[src/rtl/vx_operand_collector.sv]
// Multi-bank operand collector: gathers up to three source operands from a banked GPR file
// without bank conflicts. Optional macro VX_OPC_ZERO_REG_EN treats register r0 as an unused operand.
module vx_operand_collector #(
  parameter int NUM_THREADS = 4,
  parameter int XLEN        = 32,
  parameter int NR_BITS     = 6,
  parameter int WIS_W       = 2,
  parameter int NUM_BANKS   = 2,
  parameter int META_W      = 64
) (
  input  logic                                    clk,
  input  logic                                    reset,
  input  logic                                    in_valid,
  output logic                                    in_ready,
  input  logic [WIS_W-1:0]                        in_wis,
  input  logic [2:0]                              in_rs_used,
  input  logic [NR_BITS-1:0]                      in_rs1,
  input  logic [NR_BITS-1:0]                      in_rs2,
  input  logic [NR_BITS-1:0]                      in_rs3,
  input  logic [META_W-1:0]                       in_meta,
  output logic [NUM_BANKS-1:0]                    gpr_req_valid,
  output logic [NUM_BANKS*(WIS_W+NR_BITS)-1:0]    gpr_req_addr,
  input  logic [NUM_BANKS*NUM_THREADS*XLEN-1:0]   gpr_rsp_data,
  output logic                                    out_valid,
  input  logic                                    out_ready,
  output logic [META_W-1:0]                       out_meta,
  output logic [NUM_THREADS*XLEN-1:0]             out_rs1_data,
  output logic [NUM_THREADS*XLEN-1:0]             out_rs2_data,
  output logic [NUM_THREADS*XLEN-1:0]             out_rs3_data
);
  localparam int AW = WIS_W + NR_BITS;
  localparam int DW = NUM_THREADS * XLEN;
  localparam int BW = (NUM_BANKS > 1) ? $clog2(NUM_BANKS) : 1;

  typedef enum logic [1:0] {IDLE, FETCH, DRAIN, OUT} state_t;
  state_t state, state_nx;

  logic [WIS_W-1:0]              wis_q;
  logic [2:0][NR_BITS-1:0]       rs_q;
  logic [2:0]                    pending_q;
  logic [META_W-1:0]             meta_q;
  logic [2:0][DW-1:0]            data_q;
  logic [NUM_BANKS-1:0]          tag_valid_q;
  logic [NUM_BANKS*2-1:0]        tag_q;
  logic [NUM_BANKS*2-1:0]        req_tag;
  logic [2:0]                    grant;
  logic [2:0]                    in_need;
  logic                          accept;

  function automatic logic [BW-1:0] bank_of(input logic [NR_BITS-1:0] rs);
    if (NUM_BANKS == 1) return '0;
    else return rs[BW-1:0];
  endfunction

  // Handshakes: a transfer happens on a cycle where valid and ready are both high;
  // valid never depends on ready, and the payload is held stable while valid waits.
  assign accept = in_valid && in_ready;

  always_comb begin
    in_need = in_rs_used;
`ifdef VX_OPC_ZERO_REG_EN
    if (in_rs1 == '0) in_need[0] = 1'b0;
    if (in_rs2 == '0) in_need[1] = 1'b0;
    if (in_rs3 == '0) in_need[2] = 1'b0;
`endif
  end

  // Lowest-numbered pending operand wins each bank, so per-bank reads retire in rs1>rs2>rs3 order.
  always_comb begin
    logic [NUM_BANKS-1:0] taken;
    logic [BW-1:0]        bank;
    taken         = '0;
    bank          = '0;
    grant         = '0;
    req_tag       = '0;
    gpr_req_valid = '0;
    gpr_req_addr  = '0;
    if (state == FETCH) begin
      for (int i = 0; i < 3; i++) begin
        bank = bank_of(rs_q[i]);
        if (pending_q[i] && !taken[bank]) begin
          taken[bank]                         = 1'b1;
          grant[i]                            = 1'b1;
          gpr_req_valid[bank]                 = 1'b1;
          gpr_req_addr[int'(bank)*AW +: AW]   = {wis_q, rs_q[i]};
          req_tag[int'(bank)*2 +: 2]          = 2'(i);
        end
      end
    end
  end

  always_ff @(posedge clk or posedge reset) begin
    if (reset) state <= IDLE;
    else       state <= state_nx;
  end

  always_comb begin
    state_nx = state;
    case (state)
      IDLE:    if (accept) state_nx = (in_need == 3'b0) ? OUT : FETCH;
      FETCH:   if ((pending_q & ~grant) == 3'b0) state_nx = DRAIN;
      DRAIN:   state_nx = OUT;
      OUT: begin
        if (out_ready) begin
          if (in_valid) state_nx = (in_need == 3'b0) ? OUT : FETCH;
          else          state_nx = IDLE;
        end
      end
      default: state_nx = IDLE;
    endcase
  end

  always_comb begin
    out_valid = (state == OUT);
    in_ready  = (state == IDLE) || ((state == OUT) && out_ready);
  end

  always_ff @(posedge clk or posedge reset) begin
    if (reset) begin
      wis_q       <= '0;
      rs_q        <= '0;
      pending_q   <= '0;
      meta_q      <= '0;
      data_q      <= '0;
      tag_valid_q <= '0;
      tag_q       <= '0;
    end else begin
      tag_valid_q <= gpr_req_valid;
      tag_q       <= req_tag;
      if (state == FETCH) pending_q <= pending_q & ~grant;
      for (int b = 0; b < NUM_BANKS; b++) begin
        if (tag_valid_q[b]) begin
          case (tag_q[b*2 +: 2])
            2'd0:    data_q[0] <= gpr_rsp_data[b*DW +: DW];
            2'd1:    data_q[1] <= gpr_rsp_data[b*DW +: DW];
            default: data_q[2] <= gpr_rsp_data[b*DW +: DW];
          endcase
        end
      end
      // Accept only happens in IDLE/OUT, where no responses are in flight.
      if (accept) begin
        wis_q     <= in_wis;
        rs_q      <= {in_rs3, in_rs2, in_rs1};
        meta_q    <= in_meta;
        pending_q <= in_need;
        data_q    <= '0;
      end
    end
  end

  assign out_meta     = meta_q;
  assign out_rs1_data = data_q[0];
  assign out_rs2_data = data_q[1];
  assign out_rs3_data = data_q[2];

endmodule

[config.mk]
export PLATFORM = sky130hd
export DESIGN_NAME = vx_operand_collector
export DESIGN_NICKNAME = d
export VERILOG_FILES = /design/src/rtl/vx_operand_collector.sv
export SDC_FILE = /design/constraint.sdc
export NUM_CORES = 1
export LEC_CHECK = 0
export ABC_AREA = 1
export CORE_AREA = 2 2 321 323
export CTS_CLUSTER_SIZE = 8
export DETAILED_ROUTE_END_ITERATION = 7
export DIE_AREA = 0 0 323 325
export PLACE_DENSITY = 0.44
export SLEW_MARGIN = 20
export SYNTH_ARGS = -nofsm -noshare
export SYNTH_HDL_FRONTEND = slang
export SYNTH_SLANG_ARGS = --single-unit
export TNS_END_PERCENT = 100
[constraint.sdc]
create_clock -name clk -period 23 [get_ports clk]
set_input_delay 5.75 -clock clk [delete_from_list [all_inputs] [get_ports clk]]
set_output_delay 5.75 -clock clk [all_outputs]
set_load 0.01 [all_outputs]
==> results.toml, run 1 <==
[die]
start_util = 0.221
die_h_um = 325
fp.dieW_um = 323
ioPinCount = 815
coreArea_um2 = 101000
die_area_um2 = 105000
row_count = 117

[place]
hpwlAfterDp_um = 65000
placed_area_um2 = 31400
pre_cts_ws_ns = 9.90
numPortBuffers = 813
dp.cells = 4225
gp_congestion = 0.810

[logic_synthesis]
synth_edf_count = 0
seq_area_frac_synth = 0.536
synth_cell_types = 27
synth_nets = 2561
ys_seq_elements = 479
synthArstFlopShare = 1.00
syn_area_per_cell_um2 = 10.1
ys.flop_type = "dfrtp_1"
synth_area_um2 = 22400
yosysWarnings = 0
synth_cells = 2214

[critical_path]
cp_max_fo = 2
reg2reg_from = "tag_valid_q[0]"
r2r_end = "out_rs2_data[49]"
critPathKind = "in -> out"
cp.required_ns = 17.25
arrival_ns = 7.33
critPathLaunch = "out_ready"
regToRegSetupSlack_ns = 19.85
r2r_cells = 7
cp-end-kind = "output pin"
startpoint_type = "primary input"

[timing]
finalHoldViolations = 0
fin_ws_ns = 9.92
setup_violations = 0
fin_crit_ns = 13.08
maxSlewViolCount = 0
max_freq_mhz = 76.5
rsz0062_at_grt = "false"
slew-limit-headroom = 0.291
fin_skew_ns = 0.0196
finalCritPeriodShare = 0.568
worst_pin_slew_ns = 1.06
tns_ns = 0

[power_and_ir_drop]
power_per_cell_area_nw_per_um2 = 117
p_total_mw = 3.89
max-vdd-ir-drop_mv = 0.0807
power.leakage_nw = 16.5

[routing]
totalWireLength_um = 95200
avgViaCountPerCell = 4.53
vias = 19567
wl_per_cell_um = 22.1
drt_iter0_drc = 1089
firstDrtPassIters = 5
antenna_left = 0
drc = 0

[finish]
final_common_cell = "clkdlybuf4s50_1"
final_area_um2 = 33300
fillers = 10483
area_growth_pct = 48.9
mostFrequentLayoutCells = "813 x clkdlybuf4s50_1, 479 x dfrtp_1, 387 x o21ai_0"
final_cell_count_no_fill = 4318
final_nets = 3277
drive_gt1_frac = 0.0391

[clocking]
cts_root_buffer = "clkbuf_16"
cts_tree = "built"
ctsResizeCount = 0
cts.sinks = 479
cts.path.max_buffers = 3
cts_hold_buf = 0
htreeDepth = 3
worst_skew_pair.late_latency_ns = 0.62
post_cts_buffers = 0
clk_pin_slew_ns = 0.05
cts_made_buffers = 70

[grt]
grt_max_degree = 222
antenna_found_initial = 15
grt_pass1_wl_um = 138000
grt_pass1_vias = 19940
grt_use_total = 0.175
grt-ovfl-total = 0

[min_path]
min_delay_path_depth = 2
hold_path_class = "reg -> reg"
whs_endpoint = "out_meta[39]"
min-delay-start = "out_meta[39]"

[status]
status = "completed"

[flow_run]
cap_violations = 0
[power by group]
group          internal (mW)  leakage [nW]  switching (mW)
logic                  0.794          9.15           0.882
registers               1.11          6.39           0.164
clock network          0.557         0.923           0.384
total                   2.47          16.5            1.43
[layer usage]
| layer | wire length (um) | up-vias | global-route usage | share of wire |
|---|---|---|---|---|
| met3 | 6860 | 136 | 0.0530 | 0.072 |
| met5 | 91 | - | 0 | 0.00096 |
| met2 | 49000 | 610 | 0.313 | 0.51 |
| li1 | - | 9204 | - | - |
| met4 | 2670 | 14 | 0.0573 | 0.028 |
| met1 | 36600 | 9603 | 0.196 | 0.38 |
[layout make-up]
class                   count  area [um^2]  share of cell area
inverters                  36          143             0.00428
repair buffers            837         8370               0.251
diodes                      8         20.0            0.000601
multi-input cells        1506         9200               0.276
clock inverters             4         42.5             0.00128
flip-flops and latches    479        12000               0.360
well taps                1368         1710              0.0514
clock buffers              80         1840              0.0553
[through the flow]
stage	utilization	hold slack, ns
detailed placement	0.310	0.464
floorplan	-	0.460
global route	0.329	0.504
finish	0.329	0.472
CTS	0.328	0.478
global placement	0.310	0.463
[synth_stat cells, types with 2 or more instances]
cell      count  share of area
inv_2         3        0.00050
inv_1        33         0.0055
buf_8         3         0.0020
o21ai_1      18         0.0040
a21oi_1     385          0.086
o21bai_1      2        0.00067
nand3_1      16         0.0036
dfrtp_1     479           0.54
nor3_1        2        0.00045
buf_2        49          0.011
buf_6        36          0.018
o21ai_0     387          0.087
mux2i_1     383           0.17
nand2_1     269          0.045
buf_4         4         0.0013
o211ai_1      8         0.0027
nor2_1       27         0.0045
clkbuf_1    101          0.017
[critical path, cell delays in order]
cell and delay (ns):
clkdlybuf4s50_1 0.46, inv_1 0.05, nand2_1 0.07, nor3b_2 0.36
clkdlybuf4s50_1 0.63
[state kept, by name, indices dropped and copies added (netlist names)]
name          flops
out_rs1_data    128
out_rs2_data    128
out_rs3_data    128
out_meta         64
rs_q             18
tag_q             4
pending_q         3
state             2
tag_valid_q       2
wis_q             2
[worst max-delay path by stage]
stage / to / slack, ns
after floorplan: out_meta[0] / 3.89
final: in_ready / 9.92
after CTS: in_ready / 9.90
after detailed placement: in_ready / 9.90
after global placement: in_ready / 9.90
after global routing: in_ready / 9.87
[cell families after synthesis]
family	Yosys count	synth area share
mux	383	0.171
flops	479	0.536
simple gates	317	0.0551
other cells	1	0.000168
buf+inv	229	0.0554
compound gates	805	0.182
No activity file was read; power rests on OpenSTA's default activity.
==> run 2: changes to the inputs <==
clock period = 13.6 ns   (was 23 ns; I/O delays follow)
==> run 2 against run 1 <==
  * Core utilization about the same
  * Worst hold slack better by 0.0026 ns
  * Final area is 0.11% higher
  * Worst setup slack lost 4.8 ns
  * Register-to-register slack got worse by 10 ns
  * Die area stayed put
  * Clock power grew 71%
  * Clock skew decreased by 0.0086 ns
  * Largest power group unchanged
  * Non-clock buffer count up 2
  * First-iteration DRC count decreased by 11%
==> results.toml, run 2 (synthesized netlist as in run 1, its figures left out) <==
[die]
start_util = 0.221
die_h_um = 325
die_area_um2 = 105000
coreArea_um2 = 101000
ioPinCount = 815
fp.dieW_um = 323
row_count = 117

[finish]
final_nets = 3279
drive_gt1_frac = 0.0401
area_growth_pct = 49.1
final_common_cell = "clkdlybuf4s50_1"
fillers = 10393
multi_input_area_um2 = 9200
regArea_um2 = 12000
mostFrequentLayoutCells = "813 x clkdlybuf4s50_1, 479 x dfrtp_1, 387 x o21ai_0"

[timing]
worst_pin_slew_ns = 1.19
finalHoldViolations = 0
fin_skew_ns = 0.0110
setup_violations = 0
maxSlewViolCount = 0
hold_ws_ns = 0.474
rsz0062_at_grt = "false"
fin_crit_ns = 8.46
tns_ns = 0
max_freq_mhz = 118
slew-limit-headroom = 0.206
finalCritPeriodShare = 0.622

[clocking]
worst_skew_pair.late_latency_ns = 0.61
cts_hold_buf = 0
cts.path.max_buffers = 3
cts_made_buffers = 70
ctsResizeCount = 0
post_cts_buffers = 0
cts_root_buffer = "clkbuf_16"
clk_pin_slew_ns = 0.05
htreeDepth = 3
cts.sinks = 479
cts_tree = "built"

[place]
hpwlAfterDp_um = 65000
gp_congestion = 0.810
numPortBuffers = 813

[power_and_ir_drop]
swShare = 0.367
p_switching_mw = 2.42
power.leakage_nw = 16.5
power_frac_comb = 0.429
clock_power_share = 0.244
power.internal_mw = 4.18
p_seq_frac = 0.327
max-vdd-ir-drop_mv = 0.100
power_per_cell_area_nw_per_um2 = 198

[routing]
drt_iter0_drc = 967
vias = 19615
totalWireLength_um = 95400
avgViaCountPerCell = 4.54
antenna_left = 0
firstDrtPassIters = 5
drc = 0
wl_per_cell_um = 22.1

[grt]
grt-ovfl-total = 0
grt_pass1_vias = 20441
grt_max_degree = 179
grtUsageMet3 = 0.0504
grt_use_met2 = 0.315
antenna_found_initial = 9
grt_pass1_wl_um = 140000
use_met1 = 0.196
grt_use_total = 0.176
grt_busiest_layer = "met2"

[flow_run]
cap_violations = 0

[critical_path]
regToRegSetupSlack_ns = 9.77
critPathKind = "in -> out"
cp-end-kind = "output pin"
arrival_ns = 5.06
startpoint_type = "primary input"
cp_max_fo = 2
cp.required_ns = 10.20

[status]
status = "completed"

[min_path]
hold_path_class = "reg -> reg"
==> run 2: per-stage QoR <==
step           utilization  power [mW]  std cells  worst slack (ns)  instance area [um^2]
3_5_place_dp         0.310        5.06       4227              5.12                 31400
2_1_floorplan            -        3.63       2214              3.71                 22400
3_3_place_gp         0.310        5.00       4227              5.08                 31400
6_report             0.329        6.61       4319              5.14                 33300
5_1_grt              0.329        7.05       4318              5.08                 33300
4_1_cts              0.329        6.73       4312              5.12                 33300
==> run 2: area by class of cell <==
cell class / instances / share of cell area
clock inverters: 4 / 0.00105
multi-input cells: 1506 / 0.276
inverters: 36 / 0.00417
repair buffers: 839 / 0.252
diodes: 6 / 0.000450
well taps: 1368 / 0.0513
flip-flops and latches: 479 / 0.359
clock buffers: 81 / 0.0560
==> run 2: path summary, 6_finish.rpt <==
check | startpoint | end | cells past startpoint
setup reg to reg | state[0] | out_rs1_data[59] | 8
hold / removal | out_meta[50] | out_meta[50] | 2
min in group asynchronous | reset | out_rs3_data[111] | 3
hold reg to reg | out_meta[50] | out_meta[50] | 2
setup / recovery | out_ready | in_ready | 5
max in group asynchronous | reset | out_rs2_data[41] | 5
==> run 2: layer usage <==
metal,wire (um),up-vias
met5,27,-
met3,6980,135
met1,36400,9637
met2,48900,646
li1,-,9193
met4,3080,4
==> run 2: power by group through the flow <==
stage          registers, mW  logic (mW)  clock network [mW]
2_1_floorplan           2.31        1.32                   0
3_3_place_gp            2.16        2.84                   0
3_5_place_dp            2.18        2.88                   0
4_1_cts                 2.16        2.89                1.68
5_1_grt                 2.22        3.10                1.74
6_report                2.16        2.83                1.61
==> run 2: critical path: stages <==
cell	delay [ns]
clkdlybuf4s50_1	0.51
inv_1	0.09
nand2_1	0.08
nor3b_2	0.36
clkdlybuf4s50_1	0.63
==> run 3: changes to the inputs <==
PLACE_DENSITY = 0.46   (was 0.44)
clock period = 7.74 ns   (was 13.6 ns; I/O delays follow)
==> run 3 against run 2 <==
  * Register-to-register slack got worse by 5.1 ns
  * Non-clock buffer count grew 1
  * First-iteration DRC count down 4.1%
==> results.toml, run 3 (synthesized netlist as in run 1, its figures left out) <==
[status]
status = "completed"

[die]
die_h_um = 325
die_area_um2 = 105000
fp.dieW_um = 323
coreArea_um2 = 101000
ioPinCount = 815
start_util = 0.221
row_count = 117

[min_path]
hold_path_class = "reg -> reg"
min-delay-start = "out_meta[11]"
min_delay_path_depth = 2

[finish]
final_nets = 3281
final_area_um2 = 33400
fillers = 10648
drive_gt1_frac = 0.0414
final_common_cell = "clkdlybuf4s50_1"
mostFrequentLayoutCells = "813 x clkdlybuf4s50_1, 479 x dfrtp_1, 387 x o21ai_0"
area_growth_pct = 49.5
final_cell_count_no_fill = 4324

[timing]
max_freq_mhz = 184
slew-limit-headroom = 0.263
fin_skew_ns = 0.0140
finalCritPeriodShare = 0.701
rsz0062_at_grt = "false"
hold_ws_ns = 0.472
setup_violations = 0
worst_pin_slew_ns = 1.11
fin_crit_ns = 5.43
maxSlewViolCount = 0
finalHoldViolations = 0

[clocking]
ctsResizeCount = 0
cts_made_buffers = 71
clk_pin_slew_ns = 0.05
cts_hold_buf = 0
cts_tree = "built"
post_cts_buffers = 0
htreeDepth = 3
cts.path.max_buffers = 3
cts.sinks = 479
cts_root_buffer = "clkbuf_16"
worst_skew_pair.late_latency_ns = 0.62

[critical_path]
cp-end-kind = "output pin"
path_buf_inv = 3
cpMostUsedCell = "clkdlybuf4s50_1"
reg2reg_from = "state[0]"
regToRegSetupSlack_ns = 4.67
slowest_stage = "clkdlybuf4s50_1"
critPathKind = "in -> out"
startpoint_type = "primary input"
cp_max_fo = 2
worst_path_largest_cell_delay_ns = 0.61
cpLargestDelayFamily = "buffers and inverters"
cp.required_ns = 5.81
cp.depth = 5
crit_chain = "clkdlybuf4s50_1, inv_1, nand2_1, nor3b_2, clkdlybuf4s50_1"
r2r_cells = 7
arrival_ns = 3.49
critPathLaunch = "out_ready"

[power_and_ir_drop]
power.leakage_nw = 16.5
p_total_mw = 11.6
max-vdd-ir-drop_mv = 0.216
power_per_cell_area_nw_per_um2 = 348

[routing]
drc = 0
top_layer_used = "met4"
met3_length_um = 7400
firstDrtPassIters = 4
avgViaCountPerCell = 4.45
wl_per_cell_um = 22.0
totalWireLength_um = 95000
drt_iter0_drc = 927
met2_length_um = 47700
vias = 19241
wl_met1_um = 37300
antenna_left = 0

[place]
hpwlAfterDp_um = 64900
dp.cells = 4229
numPortBuffers = 813
gp_congestion = 0.805
placed_area_um2 = 31400

[grt]
antenna_found_initial = 8
grt-ovfl-total = 0
grt_pass1_wl_um = 139000
grt_max_degree = 215
grt_use_total = 0.177
grt_pass1_vias = 19826

[flow_run]
cap_violations = 0
==> run 3: final timing paths <==
kind | end
max | in_ready
min | out_meta[11]
max reg2reg | out_rs3_data[89]
min reg2reg | out_meta[11]
max in group asynchronous | out_rs3_data[59]
min in group asynchronous | out_meta[2]
==> run 3: final cells by class <==
type                       count  area (um^2)  share of cell area
sequential                   479        12000               0.358
multi-input combinational   1506         9200               0.275
timing repair buffer         840         8420               0.252
clock buffer                  80         1830              0.0547
tap                         1368         1710              0.0512
clock inverter                 8          144             0.00430
inverter                      36          139             0.00415
antenna                        7         17.5            0.000524
==> run 3: per-layer routing <==
metal  vias to the layer above  track usage
li1                       9201            -
met1                      9369        0.202
met2                       552        0.306
met3                       119       0.0581
met4                         0       0.0640
met5                         -            0
==> run 3: where the power goes <==
group | total [mW] | switching, mW | internal, mW | leakage, nW
clock network | 2.91 | 1.23 | 1.68 | 0.964
logic | 4.95 | 2.59 | 2.36 | 9.17
registers | 3.76 | 0.455 | 3.31 | 6.39
==> run 3: through the flow <==
stage / util / setup TNS (ns) / setup WS (ns)
4_1_cts: 0.330 / 0 / 2.30
3_3_place_gp: 0.310 / 0 / 2.33
6_report: 0.330 / 0 / 2.31
3_5_place_dp: 0.310 / 0 / 2.30
2_1_floorplan: - / -328.47 / -0.686
5_1_grt: 0.330 / 0 / 2.21
==> run 3: worst register-to-register path, stage by stage (launching register included) <==
cell and delay [ns]:
dfrtp_1 0.44, inv_2 0.08, nor2_4 0.35, nor3b_2 0.16, nand2_8 0.55, buf_12 0.62, o21ai_0 0.61, a21oi_1 0.18
